`src/rtl/gravador_sequencia_if.sv`:
```
// Player-facing bus of the sequence recorder: session control, button, switches,
// comparison-side read port and debug taps for the seven-segment displays.
interface gravador_sequencia_if #(
  parameter int LARGURA = 4
);
  logic               iniciar;
  logic               jogada;
  logic [LARGURA-1:0] chaves;
  logic [3:0]         ler_endereco;
  logic [LARGURA-1:0] dado_lido;
  logic               pronto;
  logic               gravando;
  logic               escreve;
  logic [3:0]         db_endereco;
  logic [LARGURA-1:0] db_dado;
  logic [3:0]         db_estado;

  modport master (
    output iniciar, jogada, chaves, ler_endereco,
    input  dado_lido, pronto, gravando, escreve, db_endereco, db_dado, db_estado
  );

  modport slave (
    input  iniciar, jogada, chaves, ler_endereco,
    output dado_lido, pronto, gravando, escreve, db_endereco, db_dado, db_estado
  );
endinterface

```
`src/rtl/gravador_sequencia.sv`:
```
// Writer side of the game memory: records one switch value per button press into
// an N_ENDERECOS x LARGURA RAM that the comparison logic reads asynchronously.
module gravador_sequencia #(
  parameter int N_ENDERECOS = 16,
  parameter int LARGURA     = 4
) (
  input  logic                 clock,
  input  logic                 reset,
  gravador_sequencia_if.slave  bus
);
  localparam int AW = (N_ENDERECOS > 1) ? $clog2(N_ENDERECOS) : 1;

  typedef enum logic [3:0] {
    INICIAL    = 4'h0,
    PREPARACAO = 4'h1,
    ESPERA     = 4'h2,
    REGISTRA   = 4'h3,
    GRAVA      = 4'h4,
    PROXIMO    = 4'h5,
    FIM        = 4'hF
  } estado_t;

  estado_t            estado, proximo;
  logic [3:0]         endereco;
  logic [LARGURA-1:0] dado;
  logic               jogada_ant;
  logic               pulso;
  logic               ultimo;
  logic               zera, registra, conta, escreve;
  logic [LARGURA-1:0] mem [N_ENDERECOS];

  assign pulso  = bus.jogada & ~jogada_ant;
  assign ultimo = (endereco == 4'(N_ENDERECOS - 1));

  // NOTE: sequential state uses non-blocking assignments so every register
  // samples pre-edge values, independent of block ordering.
  always_ff @(posedge clock) begin
    if (!reset) estado <= INICIAL;
    else        estado <= proximo;
  end

  // NOTE: every output of this block gets a default first, so no path can
  // leave one unassigned and infer a latch.
  always_comb begin
    proximo  = estado;
    zera     = 1'b0;
    registra = 1'b0;
    conta    = 1'b0;
    escreve  = 1'b0;
    unique case (estado)
      INICIAL:    if (bus.iniciar) proximo = PREPARACAO;
      PREPARACAO: begin
        zera    = 1'b1;
        proximo = ESPERA;
      end
      ESPERA:     if (pulso && (bus.chaves != '0)) proximo = REGISTRA;
      REGISTRA: begin
        registra = 1'b1;
        proximo  = GRAVA;
      end
      GRAVA: begin
        escreve = 1'b1;
        proximo = ultimo ? FIM : PROXIMO;
      end
      PROXIMO: begin
        conta   = 1'b1;
        proximo = ESPERA;
      end
      FIM:        if (bus.iniciar) proximo = PREPARACAO;
      default:    proximo = INICIAL;
    endcase
  end

  // Button history runs in every state so a long press yields a single pulse.
  always_ff @(posedge clock) begin
    if (!reset) begin
      endereco   <= '0;
      dado       <= '0;
      jogada_ant <= 1'b0;
    end else begin
      jogada_ant <= bus.jogada;
      if (zera) begin
        endereco <= '0;
        dado     <= '0;
      end else begin
        if (registra) dado     <= bus.chaves;
        if (conta)    endereco <= endereco + 4'd1;
      end
    end
  end

  // NOTE: the RAM has no reset on purpose; recorded sequences survive a reset
  // and a plain array maps onto memory primitives.
  always_ff @(posedge clock) begin
    if (escreve) mem[endereco[AW-1:0]] <= dado;
  end

  generate
    if (N_ENDERECOS < 16) begin : g_leitura_parcial
      assign bus.dado_lido = ({1'b0, bus.ler_endereco} < 5'(N_ENDERECOS))
                             ? mem[bus.ler_endereco[AW-1:0]] : '0;
    end else begin : g_leitura_total
      assign bus.dado_lido = mem[bus.ler_endereco[AW-1:0]];
    end
  endgenerate

  assign bus.pronto      = (estado == FIM);
  assign bus.gravando    = (estado == ESPERA) || (estado == REGISTRA) ||
                           (estado == GRAVA)  || (estado == PROXIMO);
  assign bus.escreve     = escreve;
  assign bus.db_endereco = endereco;
  assign bus.db_dado     = dado;
  assign bus.db_estado   = estado;
endmodule

```
`src/flat_wrapper.sv`:
```
// flat-port wrapper written by rule: the top's interface ports become plain ports
module gravador_sequencia_flat 
#(
  parameter int N_ENDERECOS = 16,
  parameter int LARGURA     = 4
)
  (clock, reset, bus_iniciar, bus_jogada, bus_chaves, bus_ler_endereco, bus_dado_lido, bus_pronto, bus_gravando, bus_escreve, bus_db_endereco, bus_db_dado, bus_db_estado);
  gravador_sequencia_if #(.LARGURA(LARGURA)) bus_i ();
  input  logic clock;
  input  logic reset;
  input wire logic [$bits(bus_i.iniciar)-1:0] bus_iniciar;
  input wire logic [$bits(bus_i.jogada)-1:0] bus_jogada;
  input wire logic [$bits(bus_i.chaves)-1:0] bus_chaves;
  input wire logic [$bits(bus_i.ler_endereco)-1:0] bus_ler_endereco;
  output wire logic [$bits(bus_i.dado_lido)-1:0] bus_dado_lido;
  output wire logic [$bits(bus_i.pronto)-1:0] bus_pronto;
  output wire logic [$bits(bus_i.gravando)-1:0] bus_gravando;
  output wire logic [$bits(bus_i.escreve)-1:0] bus_escreve;
  output wire logic [$bits(bus_i.db_endereco)-1:0] bus_db_endereco;
  output wire logic [$bits(bus_i.db_dado)-1:0] bus_db_dado;
  output wire logic [$bits(bus_i.db_estado)-1:0] bus_db_estado;
  assign bus_i.iniciar = bus_iniciar;
  assign bus_i.jogada = bus_jogada;
  assign bus_i.chaves = bus_chaves;
  assign bus_i.ler_endereco = bus_ler_endereco;
  assign bus_dado_lido = bus_i.dado_lido;
  assign bus_pronto = bus_i.pronto;
  assign bus_gravando = bus_i.gravando;
  assign bus_escreve = bus_i.escreve;
  assign bus_db_endereco = bus_i.db_endereco;
  assign bus_db_dado = bus_i.db_dado;
  assign bus_db_estado = bus_i.db_estado;
  gravador_sequencia #(.N_ENDERECOS(N_ENDERECOS), .LARGURA(LARGURA)) u_core (.clock(clock), .reset(reset), .bus(bus_i));
endmodule
```
`config.mk`:
```
export PLATFORM = sky130hd
export DESIGN_NAME = gravador_sequencia_flat
export DESIGN_NICKNAME = d
export VERILOG_FILES = /design/src/rtl/gravador_sequencia_if.sv /design/src/rtl/gravador_sequencia.sv /design/src/flat_wrapper.sv
export SDC_FILE = /design/constraint.sdc
export NUM_CORES = 1
export LEC_CHECK = 0
export ABC_AREA = 1
export CAP_MARGIN = 40
export CELL_PAD_IN_SITES_DETAIL_PLACEMENT = 1
export CELL_PAD_IN_SITES_GLOBAL_PLACEMENT = 2
export CORE_MARGIN = 3
export CORE_UTILIZATION = 40
export CTS_CLUSTER_DIAMETER = 120
export DETAILED_ROUTE_END_ITERATION = 6
export GPL_ROUTABILITY_DRIVEN = 1
export GPL_TIMING_DRIVEN = 0
export HOLD_SLACK_MARGIN = 0.05
export PLACE_DENSITY = 0.95
export RECOVER_POWER = 25
export SYNTH_ARGS = -nofsm -noshare
export SYNTH_HDL_FRONTEND = slang
export SYNTH_SLANG_ARGS = --single-unit
```
`constraint.sdc`:
```
create_clock -name clock -period 2.52 [get_ports clock]
set_clock_uncertainty 0.1 [all_clocks]
set_input_delay 0.504 -clock clock [delete_from_list [all_inputs] [get_ports clock]]
set_output_delay 0.504 -clock clock [all_outputs]
set_load 0.05 [all_outputs]
```
==> run_results.csv, run 1 <==
group,metric,value,unit
clock_network,numCtsBuffers,9,
critical_path,crit_type,"register to output pin",
critical_path,endpoint_kind,"output pin",
clock_network,cts_sinks,77,
sta,hold_ws,0.4228,ns
finish,final_cells,478,
finish,area_growth,17.08,%
finish,fillers,907,
logic_synthesis,avgSynthCellArea,10.19,µm²
hold_path,worstHoldPathCells,2,
detailed_routing,drt_iter0_markers,155,
logic_synthesis,synthesis.nets,348,
finish,drive_gt1_frac,0.1090,
critical_path,cp_max_fo,18,
critical_path,crit_chain,"clkdlybuf4s50_1",
floorplanning,start_util,0.4248,
detailed_routing,via_count,2444,
logic_synthesis,synth_top_area_cell,"edfxtp_1",
sta,min_period,2.419,ns
detailed_routing,wire_per_inst,16.22,µm
placement,dp_cells,462,
critical_path,arrival,1.82,ns
finish,antennaDiodeCount,0,
sta,hold_violations,0,
placement,place.gp.congestion,0.7980,
clock_network,postCtsSetupRepairBufs,0,
floorplanning,die-area,0.009601,mm²
critical_path,path_buf_inv,1,
floorplanning,num_rows,32,
critical_path,r2r-start,"u_core.bus.db_estado[1]$_SDFFE_PN0P_",
clock_network,path_clk_slew,0.09,ns
floorplanning,die_w,97.99,µm
critical_path,reg2reg_depth,5,
sta,fmax,413.4,MHz
critical_path,critPathTopFamily,"buffers and inverters",
logic_synthesis,synth_top_cells_by_area,"edfxtp_1 (57%), dfxtp_1 (7.7%), nand2_1 (6.3%)",
logic_synthesis,yosys_warnings,0,
grt,track_usage,0.1726,
clock_network,clock_path_buffers,2,
detailed_routing,first_pass_iters,4,
sta,max_slew_margin,0.5683,
grt,overflow,0,
clock_network,insertion_delay,0.35,ns
hold_path,hold_class,"register to register",
critical_path,regToRegSetupSlack,0.61,ns
logic_synthesis,netlist_area,0.003384,mm²
placement,dp_hpwl,5539,µm
critical_path,max_stage_delay,0.89,ns
sta,worst_slew_pin_slew,0.6433,ns
logic_synthesis,ys_types,24,
grt,grt_max_degree,19,
grt,grt_pass1_wl,12850,µm
floorplanning,die_y,97.99,µm
clock_network,ctsRootBufferMaster,"clkbuf_8",
finish,fin_nets,387,
clock_network,cts_tree,"built",
logic_synthesis,netlist_instances,332,
critical_path,reg2reg_to,"u_core.mem[14][3]$_DFFE_PP_",
floorplanning,core_area,0.007968,mm²
grt,grt_antenna_before_repair,0,
outcome,outcome,"complete, no violations",
finish,post-route-util,0.4973,
critical_path,startpoint_type,"register",
sta,finalMaxSlewViolations,0,
critical_path,cp_slowest_cell,"clkdlybuf4s50_1",
sta,grt_setup_unrepaired,"no",
detailed_routing,antenna_left,0,
hold_path,hp-start,"u_core.bus.db_endereco[3]$_SDFFE_PP0P_",
sta,setup_violations,0,
logic_synthesis,synth-seq-cells,77,
grt,grt_pass1_vias,2513,
job,maxCapViolCount,0,
detailed_routing,drt_wl_total,7755,µm
placement,io_buffers,28,
floorplanning,num_io_pins,31,
pwr,powerDensity,722.9,mW/mm²
detailed_routing,viasPerCell,5.113,
critical_path,cp.required,1.92,ns
pwr,p_leak,1.569,nW
logic_synthesis,seq_area_frac_synth,0.6447,
detailed_routing,drc,0,
sta,period_share,0.9599,
pwr,ir_drop,0.0006032,V
logic_synthesis,netlist.area_leader.share,0.5678,
clock_network,htree_levels,3,
hold_path,min_to,"u_core.bus.db_endereco[3]$_SDFFE_PP0P_",
registers in the layout, summed over array words and instances, names as in the netlist:
register                flops
u_core.bus.db_dado          4
u_core.bus.db_endereco      4
u_core.bus.db_estado        4
u_core.jogada_ant           1
u_core.mem                 64
timing repair:
action | CTS | global route
setup endpoints to repair | 11 | 6
hold buffers | 0 | 0
pin swaps | 0 | 0
resized for setup | 36 | 6
cells by family after synthesis:
family	Yosys count	share of synthesized area
adder cells (fa/ha/maj)	4	0.01479
flip-flops	77	0.6447
XOR/XNOR	1	0.002588
AND/OR/NAND/NOR	122	0.1571
AO/OA/AOI/OAI	60	0.1024
buffers and inverters	68	0.07837
worst max-delay path by stage:
stage                                               from                    endpoint  slack, ns  cells past startpoint
CTS                                  bus_ler_endereco[1]            bus_dado_lido[0]      0.009                      8
global route          u_core.bus.db_dado[0]$_SDFFE_PP0P_              bus_db_dado[0]       0.03                      1
floorplan           u_core.bus.db_estado[2]$_SDFFE_PN0P_  u_core.mem[0][0]$_DFFE_PP_       0.26                      6
global placement                     bus_ler_endereco[1]            bus_dado_lido[3]      -0.89                      7
detailed placement                   bus_ler_endereco[1]            bus_dado_lido[3]      -0.91                      7
finish                u_core.bus.db_dado[0]$_SDFFE_PP0P_              bus_db_dado[0]       0.10                      1
report_power, final:
| group | internal [mW] | switching [mW] |
|---|---|---|
| Combinational | 0.179 | 0.416 |
| Sequential | 1.41 | 0.0503 |
| Clock | 0.354 | 0.452 |
cell usage after synthesis:
| cell type | number |
|---|---|
| nor3b_1 | 1 |
| nand2_1 | 57 |
| nand3_1 | 27 |
| a21oi_2 | 1 |
| xor2_1 | 1 |
| edfxtp_1 | 64 |
| a211oi_1 | 1 |
| o21ai_0 | 17 |
| nor2_4 | 2 |
| ha_1 | 4 |
| nor2_2 | 1 |
| nand4_1 | 2 |
| o21ai_1 | 1 |
| nand2_2 | 2 |
| buf_2 | 8 |
| inv_1 | 56 |
| nor3_1 | 1 |
| nor2_1 | 28 |
| nand2_4 | 1 |
| o211ai_1 | 16 |
| inv_2 | 1 |
| clkbuf_1 | 3 |
| dfxtp_1 | 13 |
| a21oi_1 | 24 |
layout make-up:
type,instances,area (µm²),area share
Buffer,11,70.07,0.01768
Clock buffer,10,127.6,0.03221
Clock inverter,6,40.04,0.01010
Inverter,57,214.0,0.05399
Multi-Input combinational cell,187,937.1,0.2365
Sequential cell,77,2186,0.5516
Tap cell,102,127.6,0.03221
Timing Repair Buffer,28,260.3,0.06568
cell usage in the layout, fill, tap and decap left out, types with 2 or more instances in the layout:
| master | instances |
|---|---|
| dfxtp_2 | 3 |
| buf_2 | 6 |
| inv_1 | 56 |
| ha_1 | 4 |
| clkdlybuf4s50_1 | 18 |
| dfxtp_1 | 10 |
| nor2_1 | 28 |
| nand2_2 | 2 |
| clkinv_2 | 2 |
| edfxtp_1 | 64 |
| clkbuf_8 | 10 |
| clkbuf_2 | 2 |
| clkinvlp_4 | 4 |
| nor2_4 | 2 |
| nand4_1 | 2 |
| nand2_1 | 57 |
| o21ai_0 | 17 |
| o211ai_1 | 16 |
| clkbuf_1 | 3 |
| nand3_1 | 27 |
| dlygate4sd2_1 | 2 |
| a21oi_1 | 24 |
| buf_4 | 5 |
metal layers:
metal  global-route usage  vias up  part of all wire
met1               0.2250     1176              0.43
met2               0.2843       66              0.50
met5                    0        -                 0
li1                     -     1190                 -
met4              0.05857        0             0.017
met3              0.04000       12             0.058
metrics by stage:
step / setup TNS, ns / area (µm²) / setup WS (ns) / power [mW]
2_1_floorplan: 0 / 3385 / 0.2646 / 1.909
3_3_place_gp: -3.512 / 3792 / -0.8866 / 2.093
3_5_place_dp: -3.618 / 3792 / -0.9145 / 2.104
4_1_cts: 0 / 3964 / 0.008609 / 2.887
5_1_grt: 0 / 3963 / 0.03431 / 2.998
6_report: 0 / 3963 / 0.1010 / 2.865
worst reg2reg max path, delay by kind of cell (launching register included):
| family | cells | cell delay [ns] |
|---|---|---|
| AND/OR/NAND/NOR | 4 | 0.90 |
| flip-flops | 1 | 0.38 |
| buffers and inverters | 1 | 0.19 |
Note: power is estimated with default switching activity, not from simulation.
==> run 2: changes to the inputs <==
--- a/config.mk
+++ b/config.mk
@@ -12,11 +12,12 @@
 export CORE_MARGIN = 3
 export CORE_UTILIZATION = 40
 export CTS_CLUSTER_DIAMETER = 120
+export CTS_CLUSTER_SIZE = 25
 export DETAILED_ROUTE_END_ITERATION = 6
 export GPL_ROUTABILITY_DRIVEN = 1
 export GPL_TIMING_DRIVEN = 0
 export HOLD_SLACK_MARGIN = 0.05
-export PLACE_DENSITY = 0.95
+export PLACE_DENSITY = 0.82
 export RECOVER_POWER = 25
 export SYNTH_ARGS = -nofsm -noshare
 export SYNTH_HDL_FRONTEND = slang
==> run 2 against run 1 <==
Compared with the run above: setup slack got worse by 0.026 ns; clock-buffer cell count is the same; largest power group unchanged; register-to-register slack is essentially flat; via count increased by 0.20%.
==> run_results.csv, run 2 (same netlist as run 1, synthesis figures left out) <==
group,metric,value,unit
detailed_routing,viasPerCell,5.123,
sta,grt_setup_unrepaired,"no",
detailed_routing,first_pass_iters,4,
finish,final_common_cell,"edfxtp_1",
finish,antennaDiodeCount,0,
clock_network,path_clk_slew,0.08,ns
critical_path,endpoint_kind,"output pin",
clock_network,insertion_delay,0.35,ns
critical_path,cp_slowest_cell,"clkdlybuf4s50_1",
finish,largest_register_ffs,64,
sta,hold_ws,0.4373,ns
placement,place.gp.congestion,0.7724,
floorplanning,die_y,97.99,µm
finish,drive_gt1_frac,0.1090,
sta,max_slew_margin,0.5344,
critical_path,max_stage_delay,0.89,ns
grt,grt_antenna_before_repair,0,
critical_path,startpoint_type,"register",
finish,area_growth,16.75,%
sta,tns,0,ns
critical_path,arrival,1.84,ns
pwr,power,2.873,mW
grt,overflow,0,
critical_path,cp_max_fo,18,
detailed_routing,drt_wl_total,8353,µm
clock_network,cts_sinks,77,
clock_network,ctsRootBufferMaster,"clkbuf_8",
finish,final_cells,478,
placement,dp_cells,462,
detailed_routing,drc,0,
clock_network,postCtsSetupRepairBufs,0,
sta,worst_slew_pin_slew,0.6938,ns
grt,track_usage,0.1860,
job,maxCapViolCount,0,
clock_network,cts_tree,"built",
detailed_routing,drt_iter0_markers,66,
clock_network,numCtsBuffers,9,
sta,hold_violations,0,
clock_network,hold_buffers,0,
pwr,powerDensity,727.2,mW/mm²
detailed_routing,via_count,2449,
detailed_routing,antenna_left,0,
finish,fin_nets,387,
floorplanning,die_w,97.99,µm
floorplanning,num_rows,32,
critical_path,crit_type,"register to output pin",
critical_path,path_buf_inv,1,
grt,grt_max_degree,19,
pwr,ir_drop,0.0004988,V
critical_path,crit_chain,"clkdlybuf4s50_1",
sta,setup_violations,0,
hold_path,hold_class,"register to register",
sta,period_share,0.9702,
sta,fmax,409.0,MHz
grt,grt_pass1_wl,13720,µm
sta,min_period,2.445,ns
critical_path,critPathTopFamily,"buffers and inverters",
pwr,p_leak,1.559,nW
placement,io_buffers,28,
floorplanning,die-area,0.009601,mm²
floorplanning,start_util,0.4248,
clock_network,clock_path_buffers,2,
clock_network,htree_levels,3,
critical_path,cp.required,1.92,ns
floorplanning,num_io_pins,31,
detailed_routing,wire_per_inst,17.47,µm
floorplanning,core_area,0.007968,mm²
outcome,outcome,"complete, no violations",
grt,grt_pass1_vias,2565,
sta,finalMaxSlewViolations,0,
finish,final_cell_mix,"edfxtp_1 (64), nand2_1 (57), inv_1 (56)",
placement,dp_hpwl,6051,µm
[run 2: cell count changes in the layout (fill, tap and decap cells not counted), sizes merged]
cell,previous run,this run
clkdlybuf4s50,18,19
clkinvlp,4,3
buf,12,11
dlygate4sd2,2,3
dlymetal6s2s,1,0
clkinv,2,3
[run 2: worst reg2reg max path: stages, from the launching register on]
cell and delay [ns]:
dfxtp_1 0.38, nor2_1 0.19, nand2_1 0.11, inv_1 0.19, nand2_1 0.21, nor2_1 0.40
[run 2: final cells by class]
type                            instances  area [µm²]
Inverter                               57       214.0
Tap cell                              102       127.6
Sequential cell                        77        2187
Clock buffer                           10       127.6
Timing Repair Buffer                   28       254.0
Clock inverter                          6       40.04
Fill cell                             909        4016
Buffer                                 11       63.81
Multi-Input combinational cell        187       937.1
[run 2: worst paths after layout]
check,startpoint,to,slack [ns],depth (start not counted)
max,u_core.bus.db_dado[1]$_SDFFE_PP0P_,bus_db_dado[1],0.08,1
min,u_core.bus.db_endereco[3]$_SDFFE_PP0P_,u_core.bus.db_endereco[3]$_SDFFE_PP0P_,0.44,2
max reg2reg,u_core.bus.db_estado[1]$_SDFFE_PN0P_,u_core.mem[5][2]$_DFFE_PP_,0.61,5
min reg2reg,u_core.bus.db_endereco[3]$_SDFFE_PP0P_,u_core.bus.db_endereco[3]$_SDFFE_PP0P_,0.44,2
[run 2: per-layer routing]
| metal | track usage | share of wire | vias to the layer above |
|---|---|---|---|
| met1 | 0.2355 | 0.45 | 1196 |
| met4 | 0.07242 | 0.019 | 0 |
| met3 | 0.03571 | 0.030 | 12 |
| met2 | 0.3152 | 0.50 | 48 |
| li1 | - | - | 1193 |
| met5 | 0 | 0 | - |
[run 2: power breakdown]
part	switching [mW]	internal [mW]	total, mW
logic	0.417	0.176	0.594
registers	0.0519	1.41	1.47
clock network	0.461	0.354	0.815
[run 2: per-stage QoR]
stage | util | instance area (µm²) | worst slack, ns
4_1_cts | 0.4983 | 3970 | 0.01383
3_3_place_gp | 0.4760 | 3792 | -0.8316
2_1_floorplan | - | 3385 | 0.2646
6_report | 0.4959 | 3951 | 0.07505
3_5_place_dp | 0.4760 | 3792 | -0.8468
5_1_grt | 0.4959 | 3951 | 0.009509
[run 2: what timing repair did]
item                                    4_1_cts  5_1_grt
endpoints found under the setup margin       11        4
cloned                                        0        0
pin swaps                                     0        0
gates resized for setup                      27       11
